File: config.mk
export PLATFORM = sky130hd
export DESIGN_NAME = inst_issue_buffer
export DESIGN_NICKNAME = d
export VERILOG_FILES = /design/src/rtl/inst_issue_buffer.sv
export SDC_FILE = /design/constraint.sdc
export NUM_CORES = 2
export LEC_CHECK = 0
export CORE_ASPECT_RATIO = 2
export CORE_MARGIN = 2
export CORE_UTILIZATION = 27
export CTS_CLUSTER_DIAMETER = 40
export CTS_CLUSTER_SIZE = 8
export DETAILED_ROUTE_END_ITERATION = 6
export PLACE_DENSITY = 0.51
export SKIP_CTS_REPAIR_TIMING = 1
export SYNTH_ARGS = -nofsm -noshare
export SYNTH_HDL_FRONTEND = slang
export SYNTH_SLANG_ARGS = --single-unit
File: constraint.sdc
create_clock -name clock -period 12.89 [get_ports clock]
set_input_delay 3.867 -clock clock [delete_from_list [all_inputs] [get_ports clock]]
set_output_delay 3.867 -clock clock [all_outputs]
set_load 0.05 [all_outputs]
File: src/rtl/inst_issue_buffer.sv
// In-order 3-wide issue queue between fetch and decode. It presents the three oldest
// entries every cycle and retires only the slots that decode consumed (the unconsumed youngest slots are rolled back).
module inst_issue_buffer #(
  parameter int DEPTH = 8,
  parameter int XLEN  = 32
) (
  input  logic                         clock,
  input  logic                         reset,
  input  logic [2:0]                   if_valid,
  input  logic [2:0][31:0]             if_inst,
  input  logic [2:0][XLEN-1:0]         if_pc,
  output logic                         if_ready,
  input  logic [1:0]                   rollback,
  input  logic                         stall,
  input  logic                         squash,
  output logic [2:0]                   id_valid,
  output logic [2:0][31:0]             id_inst,
  output logic [2:0][XLEN-1:0]         id_pc,
  output logic [$clog2(DEPTH+1)-1:0]   count
);

  localparam int AW = $clog2(DEPTH);
  localparam int CW = $clog2(DEPTH+1);
  localparam logic [31:0] NOP = 32'h0000_0013;

  logic [AW-1:0]   head, tail;
  logic [CW-1:0]   occ;
  logic [31:0]     mem_inst [DEPTH];
  logic [XLEN-1:0] mem_pc   [DEPTH];

  logic [1:0]      nvalid, consume, nfetch;
  logic [1:0]      lane_off [3];
  logic [AW-1:0]   slot_idx [3];
  logic            accept;

  // Handshake: if_ready depends only on registered occupancy. A fetch transfers on a
  // rising edge when if_ready=1 and squash=0; otherwise it is dropped and IF must hold it.
  assign if_ready = (occ <= CW'(DEPTH - 3));
  assign accept   = if_ready & ~squash;
  assign count    = occ;

  always_comb begin
    nvalid = (occ >= CW'(3)) ? 2'd3 : occ[1:0];
    consume = 2'd0;
    if (!stall && (nvalid > rollback)) consume = nvalid - rollback;
    nfetch = {1'b0, if_valid[0]} + {1'b0, if_valid[1]} + {1'b0, if_valid[2]};
    // Valid lanes are packed into consecutive entries starting at tail.
    lane_off[0] = 2'd0;
    lane_off[1] = {1'b0, if_valid[0]};
    lane_off[2] = {1'b0, if_valid[0]} + {1'b0, if_valid[1]};
  end

  always_comb begin
    for (int i = 0; i < 3; i++) begin
      slot_idx[i] = head + AW'(i);
      id_valid[i] = (occ > CW'(i));
      id_inst[i]  = id_valid[i] ? mem_inst[slot_idx[i]] : NOP;
      id_pc[i]    = id_valid[i] ? mem_pc[slot_idx[i]] : '0;
    end
  end

  always_ff @(posedge clock or posedge reset) begin
    if (reset) begin
      head <= '0;
      tail <= '0;
      occ  <= '0;
    end else if (squash) begin
      head <= '0;
      tail <= '0;
      occ  <= '0;
    end else begin
      head <= head + AW'(consume);
      tail <= tail + (accept ? AW'(nfetch) : AW'(0));
      occ  <= occ + (accept ? CW'(nfetch) : CW'(0)) - CW'(consume);
    end
  end

  // Storage holds no reset value; entries become visible only through occ.
  always_ff @(posedge clock) begin
    if (accept) begin
      for (int l = 0; l < 3; l++) begin
        if (if_valid[l]) begin
          mem_inst[tail + AW'(lane_off[l])] <= if_inst[l];
          mem_pc[tail + AW'(lane_off[l])]   <= if_pc[l];
        end
      end
    end
  end

`ifndef SYNTHESIS
  always_ff @(posedge clock) begin
    if (!reset) begin
      assert (occ <= CW'(DEPTH));
      assert (CW'(consume) <= occ);
    end
  end
`endif

endmodule

==> flow_summary.yaml <==
outcome:
  status: "finished, final reports clean"
layout:
  drive_gt1_share_pct: 15.0
  final_area_sq_mm: 0.0488
  regArea_sq_mm: 0.0156
  multi_input_area_sq_mm: 0.0229
  fin_nets: 4494
  area.growth.synth_to_final_pct: 19.6
  final_util_pct: 32.5
  nFillCells: 15100
place:
  hpwl_mm: 126
  port_buffers: 400
  gp_congestion: 0.841
  placed_area_sq_mm: 0.0457
floorplanning:
  ios: 401
  die_x_microns: 279
  fp.dieH_microns: 554
  core_sq_mm: 0.150
  die_area_sq_mm: 0.155
  start_util_pct: 27.2
  rows: 201
timing:
  drv_slew: 0
  final_hold_viol_count: 0
  rsz0062_at_grt: "false"
  finalCritPeriodShare_pct: 71.8
  max_freq_mhz: 108
  finalSetupViolCount: 0
  skew_ps: 21.0
  post-route-min-period_ps: 9250
  tightestPinTransition_ps: 1240
  slew_headroom_pct: 17.4
  fin_tns_setup_ps: 0
critical_path:
  rr_worst_depth: 8
  critPathBufInv: 2
  worstSetupStartpointType: "flip-flop"
  crit_family: "buffers and inverters"
  crit_path_cell_trace: "ha_4 > buf_4 > mux4_2 > nand2_1 > a21oi_1 > clkdlybuf4s50_1"
  cp-end-kind: "output pin"
  worstPathArrival_ps: 5380
  slowest_stage: "dfrtp_4"
  required_ps: 9020
  critPathKind: "reg -> out"
  critPathMaxStageDelay_ps: 1060
  cp_num_cells: 6
  critPathMaxFanout: 63
synth:
  synth_seq_cells: 522
  yosys.area.top_type: "edfxtp_1"
  ys_warn_count: 0
  synth_edf_count: 512
  synthArstFlopShare_pct: 1.92
  yosysUniqueCellTypes: 47
  synthesis.area_sq_mm: 0.0408
  synth_fp_nets: 4445
  synthCells: 4221
  synthFlopType: "edfxtp_1"
  synth_area_leaders: "edfxtp_1 (38%), mux4_2 (21%), nand2_1 (6.2%)"
  synth.avg_cell_area_sq_um: 9.67
  synth-seq-area-share_pct: 38.3
  synth_top_area_share_pct: 37.7
clocking:
  cts.reportedPaths.clkPinSlew_ps: 50
  worstSkewPairLatency_ps: 700
  cts_buffers: 97
  clk_path_buf_depth: 3
  cts_tree: "done"
  cts.htree.levels: 3
  cts.sinks: 522
  cts_root_buf: "clkbuf_16"
grt:
  antenna_found_initial: 39
  overflow: 0
  track_usage_pct: 26.4
  grt_max_degree: 197
  grt_pass1_vias: 39100
  grt_pass1_wl_mm: 294
route:
  drt-total-wl_mm: 210
  drtPass1Iterations: 6
  dr_wl_met3_mm: 22.0
  viasPerCell: 6.32
  drt-met1-wl_mm: 70.3
  drtIter0Drc: 5283
  dr.max_layer_used: "met5"
  num_vias: 39700
  drtAntennaViolNets: 0
  wire_per_inst_microns: 33.5
  drc_errors: 0
  met2_wirelength_mm: 102
worst_hold_path:
  hold_depth: 2
  hold_class: "reg -> reg"
pwr:
  p_per_area_mw_per_mm2: 248
  p_leak_uw: 0.0156
  p_total_uw: 12100
  ir_worst_vdd_mv: 0.182
job:
  cap_violations: 0
==> cell type report <==
type | count | share of cell area, %
clock buffer | 118 | 5.24
sequential | 522 | 32.0
inverter | 18 | 0.143
tap | 1928 | 4.94
antenna | 19 | 0.0974
timing repair buffer | 490 | 9.71
multi-input combinational | 3141 | 46.9
clock inverter | 51 | 0.971
==> power breakdown <==
group / switching, uW / internal [uW]
sequential: 250 / 2150
clock: 946 / 1520
combinational: 4830 / 2410
==> final timing paths <==
kind	to	from	slack, ps
max in group asynchronous	head[0]$_DFF_PP0_	reset	8700
min reg2reg	tail[0]$_DFF_PP0_	tail[0]$_DFF_PP0_	790
max	id_inst[39]	head[1]$_DFF_PP0_	3640
min in group asynchronous	count[3]$_DFF_PP0_	reset	3620
max reg2reg	mem_pc[1][22]$_DFFE_PP_	count[3]$_DFF_PP0_	8410
min	tail[0]$_DFF_PP0_	tail[0]$_DFF_PP0_	790
==> cell usage after synthesis (all sizes together) (9+ instances only) <==
library cell    n
nor2          572
and3b          37
buf           186
nand3          11
mux4          375
clkbuf        354
edfxtp        512
nand2         671
a31oi         380
nor2b           9
mux2i          55
dfrtp          10
ha             16
and3           41
o21ai         324
a41oi         132
inv            18
a21oi         456
==> cell usage in the layout, fill, tap and decap left out, types with 7 or more instances in the layout <==
| cell | netlist | layout |
|---|---|---|
| clkdlybuf4s50_1 | 0 | 399 |
| dfrtp_1 | 10 | 7 |
| clkbuf_1 | 297 | 18 |
| ha_1 | 16 | 13 |
| nor2_1 | 571 | 570 |
| buf_4 | 10 | 86 |
| a41oi_1 | 132 | 132 |
| inv_1 | 18 | 17 |
| edfxtp_1 | 512 | 512 |
| o21ai_0 | 319 | 318 |
| mux4_2 | 375 | 375 |
| a21oi_1 | 456 | 455 |
| a31oi_1 | 380 | 380 |
| nand3_1 | 11 | 11 |
| mux2i_1 | 55 | 55 |
| clkbuf_16 | 0 | 99 |
| and3b_1 | 37 | 37 |
| fa_1 | 7 | 7 |
| nand4_1 | 8 | 8 |
| clkinvlp_4 | 0 | 7 |
| diode_2 | 0 | 19 |
| nand2_1 | 671 | 669 |
| clkinv_2 | 0 | 14 |
| nor2b_1 | 9 | 8 |
| and3_1 | 41 | 41 |
| clkinv_1 | 0 | 13 |
==> sequential cells by signal (all words and copies together) (netlist names) <==
name      flops
mem_inst    256
mem_pc      256
count         4
head          3
tail          3
==> metal layers <==
| metal | up-vias | track usage, % |
|---|---|---|
| li1 | 16200 | - |
| met1 | 19700 | 30.0 |
| met2 | 3017 | 44.2 |
| met3 | 765 | 5.30 |
| met4 | 34 | 18.6 |
| met5 | - | 0 |
==> through the flow <==
stage / instances / worst slack (ps) / hold WS, ps
2_1_floorplan: 4221 / 322 / 612
3_3_place_gp: 6099 / 4270 / 756
3_5_place_dp: 6099 / 4240 / 772
4_1_cts: 6268 / 3500 / 785
5_1_grt: 6276 / 3500 / 841
6_report: 6287 / 3640 / 790
==> worst register-to-register path: stages (launching register included) <==
cell	delay [ps]
dfrtp_1	420
inv_1	120
ha_1	530
a21oi_1	480
nand4b_1	280
buf_4	780
buf_4	1040
o21ai_0	310
a21oi_1	330
==> logic make-up (layout without fill, tap and decap cells) <==
kind of cell,count (synthesis),after routing,share of synthesized area [%]
other,0,19,0
adder cells (fa/ha/maj),23,23,0.834
buffers and inverters,558,677,6.25
AO/OA/AOI/OAI,1304,1304,18.5
flip-flops,522,522,38.3
multiplexers,430,430,22.0
XOR/XNOR,10,10,0.288
AND/OR/NAND/NOR,1374,1374,13.8
(Power assumes the default switching activity.)
